File: config.mk
export PLATFORM = sky130hd
export DESIGN_NAME = rr_grant_arbiter
export DESIGN_NICKNAME = d
export VERILOG_FILES = /design/src/rtl/rr_grant_arbiter.sv
export SDC_FILE = /design/constraint.sdc
export NUM_CORES = 1
export LEC_CHECK = 0
export ABC_AREA = 1
export CAP_MARGIN = 20
export CORE_MARGIN = 2
export CORE_UTILIZATION = 50
export DETAILED_ROUTE_END_ITERATION = 10
export GPL_TIMING_DRIVEN = 0
export PLACE_DENSITY_LB_ADDON = 0.15
export REMOVE_ABC_BUFFERS = 1
export SYNTH_ARGS = -nofsm -noshare
export SYNTH_HDL_FRONTEND = slang
export SYNTH_SLANG_ARGS = --single-unit
export TNS_END_PERCENT = 20
File: constraint.sdc
create_clock -name clk -period 2.6 [get_ports clk]
set_clock_uncertainty 0.05 [all_clocks]
set_input_delay 0.39 -clock clk [delete_from_list [all_inputs] [get_ports clk]]
set_output_delay 0.39 -clock clk [all_outputs]
set_load 0.05 [all_outputs]
File: src/rtl/rr_grant_arbiter.sv
`default_nettype none
// ============================================================================
// Module      : rr_grant_arbiter
// Description : Round-robin arbiter with registered one-hot/indexed grant,
//               a bounded hold time and a turnaround cycle between grants.
// Revision    : 1.0 - initial release
// ============================================================================
module rr_grant_arbiter #(
    parameter int N        = 8,
    parameter int IDX_W    = 3,
    parameter int MAX_HOLD = 16
) (
    input  logic             clk,
    input  logic             rst_n,
    input  logic [N-1:0]     req,
    output logic [N-1:0]     gnt,
    output logic [IDX_W-1:0] gnt_idx,
    output logic             gnt_valid,
    output logic             timeout
);

    localparam int HOLD_W = (MAX_HOLD > 2) ? $clog2(MAX_HOLD) : 1;
    localparam logic [HOLD_W-1:0] c_HOLD_LAST = HOLD_W'(MAX_HOLD - 1);

    typedef enum logic [0:0] {
        IDLE  = 1'b0,
        GRANT = 1'b1
    } state_t;

    state_t              r_state;
    state_t              w_state_nxt;
    logic [IDX_W-1:0]    r_ptr;
    logic [IDX_W-1:0]    w_ptr_nxt;
    logic [HOLD_W-1:0]   r_hold_cnt;
    logic [HOLD_W-1:0]   w_hold_cnt_nxt;
    logic [N-1:0]        r_gnt;
    logic [N-1:0]        w_gnt_nxt;
    logic [IDX_W-1:0]    r_gnt_idx;
    logic [IDX_W-1:0]    w_gnt_idx_nxt;
    logic                r_gnt_valid;
    logic                w_gnt_valid_nxt;
    logic                r_timeout;
    logic                w_timeout_nxt;

    logic                w_found;
    logic [IDX_W-1:0]    w_winner;
    logic [IDX_W-1:0]    w_cand;

    // Scan starts at the pointer and wraps, so the lowest offset from ptr wins.
    always_comb begin
        w_found  = 1'b0;
        w_winner = '0;
        w_cand   = '0;
        for (int i = 0; i < N; i++) begin
            w_cand = r_ptr + IDX_W'(i);
            if (!w_found && req[w_cand]) begin
                w_found  = 1'b1;
                w_winner = w_cand;
            end
        end
    end

    always_comb begin
        w_state_nxt     = r_state;
        w_ptr_nxt       = r_ptr;
        w_hold_cnt_nxt  = r_hold_cnt;
        w_gnt_nxt       = r_gnt;
        w_gnt_idx_nxt   = r_gnt_idx;
        w_gnt_valid_nxt = r_gnt_valid;
        w_timeout_nxt   = 1'b0;

        case (r_state)
            IDLE: begin
                w_gnt_nxt       = '0;
                w_gnt_valid_nxt = 1'b0;
                if (w_found) begin
                    w_gnt_nxt       = N'(1) << w_winner;
                    w_gnt_idx_nxt   = w_winner;
                    w_gnt_valid_nxt = 1'b1;
                    w_hold_cnt_nxt  = '0;
                    w_state_nxt     = GRANT;
                end
            end
            GRANT: begin
                if (!req[r_gnt_idx] || (r_hold_cnt == c_HOLD_LAST)) begin
                    // Owner released or ran out of hold time; either way the
                    // next owner search starts just past it.
                    w_gnt_nxt       = '0;
                    w_gnt_valid_nxt = 1'b0;
                    w_hold_cnt_nxt  = '0;
                    w_ptr_nxt       = r_gnt_idx + IDX_W'(1);
                    w_timeout_nxt   = req[r_gnt_idx];
                    w_state_nxt     = IDLE;
                end else begin
                    w_hold_cnt_nxt  = r_hold_cnt + HOLD_W'(1);
                end
            end
            default: begin
                w_gnt_nxt       = '0;
                w_gnt_valid_nxt = 1'b0;
                w_state_nxt     = IDLE;
            end
        endcase
    end

    always_ff @(posedge clk or negedge rst_n) begin
        if (!rst_n) begin
            r_state     <= IDLE;
            r_ptr       <= '0;
            r_hold_cnt  <= '0;
            r_gnt       <= '0;
            r_gnt_idx   <= '0;
            r_gnt_valid <= 1'b0;
            r_timeout   <= 1'b0;
        end else begin
            r_state     <= w_state_nxt;
            r_ptr       <= w_ptr_nxt;
            r_hold_cnt  <= w_hold_cnt_nxt;
            r_gnt       <= w_gnt_nxt;
            r_gnt_idx   <= w_gnt_idx_nxt;
            r_gnt_valid <= w_gnt_valid_nxt;
            r_timeout   <= w_timeout_nxt;
        end
    end

    assign gnt       = r_gnt;
    assign gnt_idx   = r_gnt_idx;
    assign gnt_valid = r_gnt_valid;
    assign timeout   = r_timeout;

endmodule
`default_nettype wire

-- Yosys cells after proc, flatten, opt, wreduce, memory -nomap -nowiden
Index checks and enable logic that the tools add are counted.
- register bits after elaboration: 21
- bits of input ports: 10
- word-level logic and storage cells: 95
- add/subtract/negate cells: 9
- $lt $le $gt $ge: 9
- eq/ne operators: 3
- shift operators: 1
- mux-type cells: 47
- bitwise gates (word level): 1
- reductions and logical operators: 18
- operators with widths (operator ; number):
    $lt A3 B4 Y1 const B ; 9
    $bmux W1 S3 ; 9
    $mux W3 ; 8
    $mux W1 ; 22
    $mux W8 ; 2
    $pmux W8 S2 ; 1
    $add A3 B3 Y3 const B ; 4
    $logic_not A1 Y1 ; 8
    $mux W4 ; 2
    $pmux W4 S2 ; 1
    $shl A1 B3 Y8 const A ; 1
    $logic_and A1 B1 Y1 ; 7
    $add A3 B1 Y3 const B ; 2
    $add A3 B2 Y3 const B ; 2
    $add A4 B1 Y4 const B ; 1
    $eq A4 B4 Y1 const B ; 1
    $pmux W1 S2 ; 2
    $reduce_and A2 Y1 ; 2
    $ne A2 B1 Y1 const B ; 1
    $ne A2 B2 Y1 const B ; 1
    $logic_or A1 B1 Y1 ; 1
    $not A1 Y1 ; 1

-- Logic depth before layout (Yosys ltp)
- word-level depth: 27
- gate-level depth with buffers: 18
- gate-level depth less buffers: 16

-- Worst setup path before layout
OpenSTA, ideal clock, no wires.
- path kind: register -> register
- start point: reg r_ptr[0]
- end point: reg r_gnt[2], in the netlist gnt[2]
- setup time: 0.118 ns
- data arrival time: 2.265 ns
- data required time: 2.432 ns
- setup slack: 0.168 ns
- stages on the path, launching flop included: 17
- buffers on the path: 2
- cell sequence: dfrtp_1 -> buf_6 -> inv_4 -> buf_12 -> ha_1 -> inv_1 -> nand3_1 -> nand3_2 -> nand2_2 -> nor2_4 -> nand4_4 -> nor2_4 -> nand4_1 -> nand2_2 -> inv_2 -> nand3_1 -> nand2_1
- longest elaborated chain between the ends: 27
- elaborated cells on any way between the ends: 56
- RTL lines (item ; line ; source):
    start, declared ; 32 ; logic [IDX_W-1:0] r_ptr;
    start signal, assigned ; 117 ; r_ptr <= w_ptr_nxt;
    parallel branches: the longest is 25 deep, another holds $add A3 B1 Y3 ; -- ;
    $mux W8 * ; 76 ; if (w_found) begin
    $pmux W8 S2 * ; 72 ; case (r_state)
    end signal, assigned ; 119 ; r_gnt <= w_gnt_nxt;
    end, declared ; 36 ; logic [N-1:0] r_gnt;
Mark *: on every way between the ends. The select of a mux whose other input is x is not followed.
A chain may end at the register's enable or synchronous reset.

-- Worst setup path in the final report
- start point: reg r_ptr[0]
- end point: reg r_gnt[0], in the netlist gnt[0]
The elaborated chain is that of the path after synthesis.

==> impl_metrics.env <==
export IMPL_status="completed"
export IMPL_setup_ws_ns=0.222
export IMPL_startpoint_type="flip-flop"
export IMPL_grt_pass1_wl_um=6720
export IMPL_synth_async_sr_flop_share=1.00
export IMPL_dpl_hpwl_um=2990
export IMPL_gp_congestion=0.888
export IMPL_path_delay_family="simple AND/OR/NAND/NOR gates"
export IMPL_place_ws_ns=-0.320
export IMPL_fin_nets=289
export IMPL_grt_pass1_vias=1446
export IMPL_yosys_area_top_type="dfrtp_1"
export IMPL_rows=21
export IMPL_hold_path_class="reg -> reg"
export IMPL_relSlewSlack=0.381
export IMPL_placed_cell_area_mm2=0.00203
export IMPL_clk_latency_ns=0.30
export IMPL_setup_viol=0
export IMPL_first_iter_violations=90
export IMPL_path_buf_inv=2
export IMPL_crit_top_cell="nand2_1"
export IMPL_yosysSeqAreaShare=0.291
export IMPL_avgSynthCellArea_um2=7.18
export IMPL_cp_arrival_ns=2.54
export IMPL_worst_path_largest_cell_delay_ns=0.47
export IMPL_antenna_found_initial=0
export IMPL_cts_buffers=3
export IMPL_worstPathRequired_ns=2.76
export IMPL_grt_total_usage=0.206
export IMPL_cts_tree="done"
export IMPL_clk_pin_slew_ns=0.12
export IMPL_dieArea_mm2=0.00410
export IMPL_finalCriticalPeriod_ns=2.38
export IMPL_fp_dieW_um=64.1
export IMPL_grt_overflow=0
export IMPL_antenna_cells=0
export IMPL_synth_most_common_cell="nand2_1"
export IMPL_crit_path_max_fanout=12
export IMPL_grt_max_degree=22
export IMPL_synth_ff_type="dfrtp_1"
export IMPL_rsz0062_at_grt="no"
export IMPL_drt_wirelength_per_cell_um=12.2
export IMPL_cp_slowest_cell="dfrtp_2"
export IMPL_hold_ws_ns=0.435
export IMPL_drive_above_1_share=0.215
export IMPL_routed_wl_um=3920
export IMPL_htreeDepth=1
export IMPL_root_buffer="clkbuf_4"
export IMPL_core_mm2=0.00339
export IMPL_io_buffer_count=22
export IMPL_cts_sinks=21
export IMPL_fmax_mhz=421
export IMPL_yosys_warnings=0
export IMPL_max_slew_worst_pin_slew_ns=0.926
export IMPL_via_count=1658
export IMPL_register_area_um2=528
export IMPL_syn_inst=251
export IMPL_boundaryPins=23
export IMPL_multi_input_area_mm2=0.00115
export IMPL_ant_nets=0
export IMPL_area_growth_pct=17.8
export IMPL_fillCellCount=319
export IMPL_synth_area_mm2=0.00180
export IMPL_drcViolationCount=0
export IMPL_hold_viol=0
export IMPL_ys_ff_latch=21
export IMPL_crit_type="reg -> reg"
export IMPL_yosysUniqueCellTypes=35
export IMPL_viasPerCell=5.18
export IMPL_timing_final_max_slew_violations=0
export IMPL_design_area_mm2=0.00212
export IMPL_die_y_um=64.1
export IMPL_fin_crit_sh=0.915
export IMPL_cp_end_kind="flip-flop"
export IMPL_synth_edff_count=0
export IMPL_cap_violations=0
export IMPL_synth_top_cell_area_share=0.291
export IMPL_crit_chain="inv_8, ha_4, inv_4, nand3_1, nand2_1, nand2_1, nand2_1, nand3_2, nor2_2, nand4_1, nand2_1, nand2_1, nand2_2, nor2_1, nand2_1, nand2_1"
export IMPL_clockBufferDepth=2
export IMPL_hold_buffers=0
export IMPL_synthTopCellsByArea="dfrtp_1 29%, nand2_1 15%, nand3_1 9.7%, nand3_2 6.1%, inv_1 4.8%"
export IMPL_dr_pass1_iters=4
export IMPL_initial_core_util=0.532
export IMPL_ys_top_cells_by_count="70 x nand2_1, 35 x nand3_1, 23 x inv_1"
[state kept, by name, indices dropped and copies added (netlist names)]
signal and count:
timeout 1, r_state 1, gnt_idx 3, r_hold_cnt 4
r_ptr 3, gnt_valid 1, gnt 8
[layer usage]
layer,vias up,share of wire,track usage
li1,870,-,-
met1,742,0.51,0.318
met2,42,0.43,0.302
met3,4,0.055,0.0387
met4,0,0.0071,0.0326
met5,-,0,0
[through the flow]
step	util	instances	TNS [ns]
global placement	0.598	314	-3.87
floorplan	-	246	0
finish	0.627	320	0
global route	0.627	320	0
detailed placement	0.598	314	-3.96
CTS	0.612	320	0
[area by class of cell]
| class | instances | area share |
|---|---|---|
| Clock buffer | 3 | 0.0106 |
| Timing Repair Buffer | 24 | 0.111 |
| Multi-Input combinational cell | 196 | 0.544 |
| Sequential cell | 21 | 0.249 |
| Tap cell | 46 | 0.0271 |
| Clock inverter | 1 | 0.00236 |
| Inverter | 29 | 0.0571 |
[repair_timing]
item	CTS	global route
setup endpoints to repair	17	14
endpoints found under the hold margin	0	0
gates resized for setup	4	11
pin swaps	0	3
setup buffers	2	0
[worst min-delay path, stage by stage, from the launching register on]
cell,delay (ns)
dfrtp_1,0.36
nand2_1,0.05
nand2_1,0.05
[cells in the final DEF (no fill, tap or decap), drive strengths merged]
cell	count
o32ai	1
buf	2
a21oi	4
clkbuf	3
dfrtp	21
o221ai	1
xnor2	4
inv	29
nand2	83
xor2	2
mux2i	1
o21bai	1
o21a	1
clkinv	1
nand3b	1
o21ai	13
nand3	46
ha	4
a21boi	1
clkdlybuf4s50	22
nor2	22
or2	1
o22ai	1
nand4	9
[path summary, 6_finish.rpt]
check,startpoint,endpoint,slack [ns],cells past startpoint
max reg2reg,r_ptr[0]$_DFFE_PN0P_,gnt[0]$_DFFE_PN0P_,0.22,16
min in group asynchronous,rst_n,gnt[3]$_DFFE_PN0P_,0.54,1
max in group asynchronous,rst_n,r_ptr[0]$_DFFE_PN0P_,1.34,1
min,gnt_valid$_DFFE_PN0P_,gnt_valid$_DFFE_PN0P_,0.44,2
max,r_ptr[0]$_DFFE_PN0P_,gnt[0]$_DFFE_PN0P_,0.22,16
min reg2reg,gnt_valid$_DFFE_PN0P_,gnt_valid$_DFFE_PN0P_,0.44,2
[logic make-up (layout without fill, tap and decap cells)]
| logic type | after synthesis | after routing | share of synthesized area |
|---|---|---|---|
| buffers and inverters | 34 | 57 | 0.0916 |
| AND/OR/NAND/NOR | 162 | 162 | 0.466 |
| multiplexers | 1 | 1 | 0.00555 |
| XOR/XNOR | 6 | 6 | 0.0291 |
| adder cells (fa/ha/maj) | 4 | 4 | 0.0278 |
| flip-flops | 21 | 21 | 0.291 |
| AO/OA/AOI/OAI | 23 | 23 | 0.0888 |
Power is not shown: default switching activity piles up to over one toggle a cycle in this logic, so the estimate is an artifact.
